### config.mk
export PLATFORM = sky130hd
export DESIGN_NAME = alu_result_stage
export DESIGN_NICKNAME = d
export VERILOG_FILES = /design/src/rtl/alu_pkg.sv /design/src/rtl/alu_res_fifo.sv /design/src/rtl/alu_result_stage.sv
export SDC_FILE = /design/constraint.sdc
export NUM_CORES = 1
export LEC_CHECK = 0
export CAP_MARGIN = 30
export CORE_MARGIN = 2
export CORE_UTILIZATION = 45
export CTS_CLUSTER_DIAMETER = 150
export CTS_CLUSTER_SIZE = 40
export DETAILED_ROUTE_END_ITERATION = 10
export GPL_ROUTABILITY_DRIVEN = 0
export PLACE_DENSITY = 0.68
export SYNTH_ARGS = -nofsm -noshare
export SYNTH_HDL_FRONTEND = slang
export SYNTH_SLANG_ARGS = --single-unit
export TNS_END_PERCENT = 20
### constraint.sdc
create_clock -name clk -period 1.7 [get_ports clk]
set_input_delay 0.34 -clock clk [delete_from_list [all_inputs] [get_ports clk]]
set_output_delay 0.34 -clock clk [all_outputs]
set_load 0.01 [all_outputs]
### src/rtl/alu_pkg.sv
// Shared definitions for the ALU result stage: opcode encodings, flag bit
// positions and the result-entry layout. Parity build: ALU_RES_PARITY_EN
// adds the P flag, widening the flag field from 3 to 4 bits.
package alu_pkg;

  localparam logic [2:0] OP_NOT = 3'd0;
  localparam logic [2:0] OP_AND = 3'd1;
  localparam logic [2:0] OP_XOR = 3'd2;
  localparam logic [2:0] OP_ADD = 3'd3;

  localparam int FLG_Z   = 0;
  localparam int FLG_C   = 1;
  localparam int FLG_ILL = 2;
  localparam int FLG_P   = 3;

`ifdef ALU_RES_PARITY_EN
  localparam int FLAG_W = 4;
`else
  localparam int FLAG_W = 3;
`endif

  localparam int ALU_W = 4;

  typedef logic [FLAG_W-1:0] flags_t;

  // One queued result at the native ALU width.
  typedef struct packed {
    flags_t             flags;
    logic [ALU_W-1:0]   result;
  } res_entry_t;

endpackage

### src/rtl/alu_res_fifo.sv
// Result FIFO: circular buffer with read/write pointers and occupancy count.
// Latency: entry written at an edge is visible at rd_dat_o right after it.
// Backpressure: no full check on write (upstream credit guarantees room);
// pop on empty ignored.
// Ports: clk_i/rst_ni clock and async active-low reset; wr_vld_i/wr_dat_i
// write side; rd_vld_o/rd_rdy_i/rd_dat_o head handshake; count_o occupancy.
module alu_res_fifo #(
  parameter int DW    = 8,
  parameter int DEPTH = 4,
  localparam int AW   = $clog2(DEPTH),
  localparam int CW   = $clog2(DEPTH + 1)
) (
  input  logic          clk_i,
  input  logic          rst_ni,
  input  logic          wr_vld_i,
  input  logic [DW-1:0] wr_dat_i,
  output logic          rd_vld_o,
  input  logic          rd_rdy_i,
  output logic [DW-1:0] rd_dat_o,
  output logic [CW-1:0] count_o
);

  logic [DW-1:0] mem_q [DEPTH];
  logic [AW-1:0] wptr_q, wptr_d;
  logic [AW-1:0] rptr_q, rptr_d;
  logic [CW-1:0] cnt_q, cnt_d;
  logic          push, pop;

  assign push = wr_vld_i;
  assign pop  = rd_rdy_i && (cnt_q != '0);

  always_comb begin
    wptr_d = wptr_q;
    rptr_d = rptr_q;
    cnt_d  = cnt_q;
    // DEPTH is a power of two, so pointer increments wrap naturally.
    if (push) wptr_d = wptr_q + AW'(1);
    if (pop)  rptr_d = rptr_q + AW'(1);
    case ({push, pop})
      2'b10:   cnt_d = cnt_q + CW'(1);
      2'b01:   cnt_d = cnt_q - CW'(1);
      default: cnt_d = cnt_q;
    endcase
  end

  always_ff @(posedge clk_i or negedge rst_ni) begin
    if (!rst_ni) begin
      wptr_q <= '0;
      rptr_q <= '0;
      cnt_q  <= '0;
      for (int i = 0; i < DEPTH; i++) mem_q[i] <= '0;
    end else begin
      wptr_q <= wptr_d;
      rptr_q <= rptr_d;
      cnt_q  <= cnt_d;
      if (push) mem_q[wptr_q] <= wr_dat_i;
    end
  end

  assign rd_vld_o = (cnt_q != '0);
  assign rd_dat_o = mem_q[rptr_q];
  assign count_o  = cnt_q;

endmodule

### src/rtl/alu_result_stage.sv
// Result stage behind the 2-register ALU: tags ops, selects result, makes flags, queues them.
// Latency: 3 edges from acceptance to out_valid; one result per cycle sustained.
// Backpressure: credit-based in_ready (queued + in flight < DEPTH), registered, so no loss.
// Ports: clk/rst (async active-low); in_valid/opcode/in_ready issue side;
// out_*_reg/carry_out_reg ALU registered outputs; out_valid/out_ready/
// out_result/out_flags result handshake. Build option ALU_RES_PARITY_EN adds P flag.
module alu_result_stage
  import alu_pkg::*;
#(
  parameter int WIDTH = 4,
  parameter int DEPTH = 4
) (
  input  logic              clk,
  input  logic              rst,
  input  logic              in_valid,
  input  logic [2:0]        opcode,
  output logic              in_ready,
  input  logic [WIDTH-1:0]  out_not_reg,
  input  logic [WIDTH-1:0]  out_and_reg,
  input  logic [WIDTH-1:0]  out_xor_reg,
  input  logic [WIDTH-1:0]  sum_out_reg,
  input  logic              carry_out_reg,
  output logic              out_valid,
  input  logic              out_ready,
  output logic [WIDTH-1:0]  out_result,
  output logic [FLAG_W-1:0] out_flags
);

  localparam int CNT_W = $clog2(DEPTH + 1);
  // Wide enough for a full FIFO plus both in-flight tags.
  localparam int CRW   = $clog2(DEPTH + 3);

  typedef struct packed {
    flags_t             flags;
    logic [WIDTH-1:0]   result;
  } entry_t;

  logic       s1_vld_q, s1_vld_d, s2_vld_q;
  logic [2:0] s1_op_q,  s1_op_d,  s2_op_q;

  logic [CNT_W-1:0] fifo_cnt;
  logic [CRW-1:0]   credit;
  entry_t           wr_ent, rd_ent;
  logic [WIDTH-1:0] sel_res;
  logic             ill, cy;
  flags_t           flg;

  // Tag pipeline mirrors the ALU's input and output registers.
  assign s1_vld_d = in_valid & in_ready;
  assign s1_op_d  = opcode;

  always_ff @(posedge clk or negedge rst) begin
    if (!rst) begin
      s1_vld_q <= 1'b0;
      s1_op_q  <= '0;
      s2_vld_q <= 1'b0;
      s2_op_q  <= '0;
    end else begin
      s1_vld_q <= s1_vld_d;
      s1_op_q  <= s1_op_d;
      s2_vld_q <= s1_vld_q;
      s2_op_q  <= s1_op_q;
    end
  end

  // S2's opcode lines up with the ALU outputs in the same cycle.
  always_comb begin
    sel_res = '0;
    ill     = 1'b0;
    cy      = 1'b0;
    case (s2_op_q)
      OP_NOT:  sel_res = out_not_reg;
      OP_AND:  sel_res = out_and_reg;
      OP_XOR:  sel_res = out_xor_reg;
      OP_ADD: begin
        sel_res = sum_out_reg;
        cy      = carry_out_reg;
      end
      default: ill = 1'b1;
    endcase
  end

  always_comb begin
    flg          = '0;
    flg[FLG_Z]   = !ill && (sel_res == '0);
    flg[FLG_C]   = cy;
    flg[FLG_ILL] = ill;
`ifdef ALU_RES_PARITY_EN
    // sel_res is zero for illegal opcodes, so P is zero there as well.
    flg[FLG_P]   = ^sel_res;
`endif
  end

  assign wr_ent.flags  = flg;
  assign wr_ent.result = sel_res;

  alu_res_fifo #(
    .DW    ($bits(entry_t)),
    .DEPTH (DEPTH)
  ) u_fifo (
    .clk_i    (clk),
    .rst_ni   (rst),
    .wr_vld_i (s2_vld_q),
    .wr_dat_i (wr_ent),
    .rd_vld_o (out_valid),
    .rd_rdy_i (out_ready),
    .rd_dat_o (rd_ent),
    .count_o  (fifo_cnt)
  );

  assign out_result = rd_ent.result;
  assign out_flags  = rd_ent.flags;

  // Credit uses only registered state: no out_ready -> in_ready path.
  assign credit   = CRW'(fifo_cnt) + CRW'(s1_vld_q) + CRW'(s2_vld_q);
  assign in_ready = (credit < CRW'(DEPTH));

endmodule

==> summary.md <==
| Metric | Value |
|---|---|
| Run status | `finished, violations left` |
| Violated checks | `setup timing` |
| Least-Margin Pin Slew | `542 ps` |
| Pwr Total | `4.19 mW` |
| Fraction of the mapped netlist area in simple logic gates | `0.0892` |
| Ports | `33` |
| Maximum vdd drop | `0.724 mV` |
| Layout overhead on the synthesized area | `26.9%` |
| Port bufs | `32` |
| Tmin final | `1830 ps` |
| RSZ-0062 raised after global routing | `yes` |
| Synth async-reset ratio | `1.00` |
| Synth cell types | `29` |
| GR Util met2 | `0.303` |
| Leak | `1.22 nW` |
| N_diodes | `0` |
| Clock transition at the registers of the reported paths | `80 ps` |
| Flop pwr share | `0.409` |
| Die area | `0.00510 mm2` |
| Hpwl dp | `2.93 mm` |
| Detailed router's first-iteration violation count | `46` |
| Max transition margin | `0.639` |
| Fillcell total | `340` |
| Required @ worst endpoint | `1360 ps` |
| Final setup fails | `9` |
| Flops & latches, synth | `43` |
| Initial Util | `0.470` |
| Mean Syn Cell Area | `13.2 um2` |
| Sequential cell area fraction in the yosys report | `0.526` |
| XOR/XNOR Fraction of Synth Area | `0.0300` |
| Synth Area in Adders | `0.0465` |
| First-pass GRT wire length | `6.78 mm` |
| Crit path max fanout | `5` |
| Max Fclk | `546 MHz` |
| Slew Limit Fails | `0` |
| Die Ht | `71.4 um` |
| Antenna-violating nets left | `0` |
| Vias per inst | `5.30` |
| Tcrit/Tclk final | `1.08` |
| Worst-Skew Late Latency | `300 ps` |
| Max-cap viol count | `0` |
| Core box area | `0.00435 mm2` |
| Reg2reg start | `u_fifo.count_o[0]$_DFFE_PN0P_` |
| Grt met3 use | `0.0577` |
| Hold Path Class | `in2async` |
| Avg WL per Cell | `15.7 um` |
| Dominant synthesized flop cell | `dfrtp_1` |
| Cell area after synthesis | `0.00205 mm2` |
| CP Launch Type | `flip-flop` |
| CTS tree | `yes` |
| Remaining DRCs | `0` |
| Clk sink count | `43` |
| Placed inst area | `0.00248 mm2` |
| Mapped Cells | `155` |
| Met1 GRT Util | `0.208` |
| Syn Nets | `186` |
| Comb power frac | `0.438` |
| Die X | `71.4 um` |
| DRT Pass-1 Iters | `4` |
| Total GRT Usage | `0.176` |
| H-tree depth | `2` |
| Ys Warns | `0` |
| Worst Setup Path Type | `reg2out` |
| CTS root buffer | `clkbuf_8` |
| Net switching power | `1.38 mW` |
| Final net count | `231` |
| Gr busiest metal | `met2` |
| Final instance area | `0.00260 mm2` |
| WL final | `3.94 mm` |
| Total CTS buffers | `5` |
| Clock skew | `7.96 ps` |
| Clock network power share | `0.153` |
| Power Internal | `2.81 mW` |
| Critical Path AT | `1490 ps` |
| Initial antenna violation count | `0` |
| DR vias | `1335` |
| Vias in the first global route | `1441` |
| Maximum clock path buffer count | `2` |
| Std-Cell Rows | `24` |
| Pwr/cell area | `1610 mW/mm2` |
| Largest net degree at the start of global routing | `44` |
| Total gr overflow | `0` |
| Worst setup margin | `-131 ps` |
| Final-report hold violation count | `0` |
| CP Launch Point | `u_fifo.rptr_q[0]$_DFFE_PN0N_` |
| Worst setup EP type | `output pin` |
| Sw Share | `0.329` |
| Share of layout cells above drive strength 1 | `0.330` |
| Largest family of logic cells by synthesized area | `multiplexers` |
| Synth Area in Compound Gates | `0.0752` |
| Post-synthesis mux area share | `0.202` |
| EDFF count, synth | `0` |
-- registers in the layout (all words and copies together), names as in the netlist --
register	flops
s1_vld_q	1
u_fifo.wptr_q	2
u_fifo.count_o	3
u_fifo.rptr_q	2
s1_op_q	3
s2_op_q	3
u_fifo.mem_q	28
s2_vld_q	1
-- layer usage --
metal / wire length (um) / share of wire
met3: 187 / 0.047
met2: 2020 / 0.51
met4: 39 / 0.0099
met5: 0 / 0
met1: 1700 / 0.43
-- cell type report --
class / instances / area [um2] / share of cell area
repair buffers: 47 / 430 / 0.166
well taps: 52 / 65.1 / 0.0250
flip-flops and latches: 43 / 1080 / 0.415
clock buffers: 6 / 82.6 / 0.0318
inverters: 6 / 22.5 / 0.00867
clock inverters: 1 / 5.00 / 0.00193
multi-input cells: 97 / 915 / 0.352
-- power by group through the flow --
stage	clock network [mW]	logic, mW	registers [mW]
2_1_floorplan	0	1.18	1.61
3_3_place_gp	0	1.78	1.69
3_5_place_dp	0	1.84	1.73
4_1_cts	0.665	1.79	1.71
5_1_grt	0.716	2.02	1.77
6_report	0.643	1.83	1.71
-- critical path, cell delays in order, from the launching register on --
cell and delay, ps:
dfrtp_1 390, buf_6 150, mux4_2 510, buf_6 140
-- what timing repair did --
action | in CTS | in global routing
endpoints found under the setup margin | 16 | 15
hold buffers | 0 | 0
endpoints found under the hold margin | 0 | 0
buffers inserted | 1 | 1
gates cloned | 0 | 0
gates resized for setup | 44 | 9
pin swaps | 5 | 2
-- through the flow --
step                      setup TNS (ps)   util  hold slack [ps]  setup slack, ps  std cells
after floorplan                        0      -             44.4             56.6        155
after global placement             -3730  0.570              334             -287        243
after detailed placement           -4460  0.570              336             -388        243
after CTS                          -1060  0.588              127             -146        251
after global routing               -1720  0.597              150             -202        252
final                               -996  0.597              118             -131        252
-- placed cells by master, fill, tap and decap left out --
cell type        Yosys  routed
ha_1                 6       5
fa_1                 1       1
ha_2                 0       1
buf_2                1       6
or2_4                1       1
inv_1                6       6
nor3_1               1       1
or2_2                3       3
o41ai_2              4       4
dfrtp_1             43      42
nor2b_1              2       2
o21ai_1              0       1
or2_1                1       1
nor2_2               0       1
mux4_1               2       2
o21ai_0             15      14
clkdlybuf4s50_1      0      16
nor2_1               2       1
or3_1                1       1
or2b_1               1       1
and3b_1              1       1
mux4_2              10      10
clkinv_2             0       1
buf_4                0      13
xor2_1               4       4
buf_6                1       6
clkbuf_8             0       6
nand2_1             23      23
o31a_1               1       1
nand4b_1             1       1
xnor2_1              3       3
mux2_2              12      12
dlymetal6s2s_1       0       6
dfrtp_2              0       1
a21oi_2              0       1
nand2b_1             1       1
-- path summary, 6_finish.rpt --
kind,end,cells past startpoint,slack [ps]
hold reg to reg,s2_op_q[0]$_DFF_PN0_,0,350
hold / removal,s2_vld_q$_DFF_PN0_,2,120
min in group clk,s2_op_q[0]$_DFF_PN0_,0,350
setup reg to reg,u_fifo.count_o[2]$_DFFE_PN0P_,8,-70
max in group asynchronous,s2_op_q[0]$_DFF_PN0_,2,1190
setup / recovery,out_result[0],3,-130
-- synth_stat cells, drive strengths merged, types with 2 or more instances --
cell type	number	share of area
or2	5	0.017
buf	4	0.012
ha	6	0.037
mux2	12	0.066
dfrtp	43	0.53
xnor2	3	0.013
nor2b	2	0.0061
mux4	12	0.14
nor2	2	0.0037
o41ai	4	0.032
xor2	4	0.017
clkbuf	5	0.0092
o21ai	15	0.037
inv	6	0.011
nand2	23	0.042
-- kinds of logic (layout without fill, tap and decap cells) --
group / Yosys count / in the layout
flip-flops: 43 / 43
buffers and inverters: 15 / 60
adder cells (fa/ha/maj): 7 / 7
AND/OR/NAND/NOR: 38 / 38
XOR/XNOR: 7 / 7
multiplexers: 24 / 24
AO/OA/AOI/OAI: 21 / 21
Note: power is estimated with default switching activity, not from simulation.
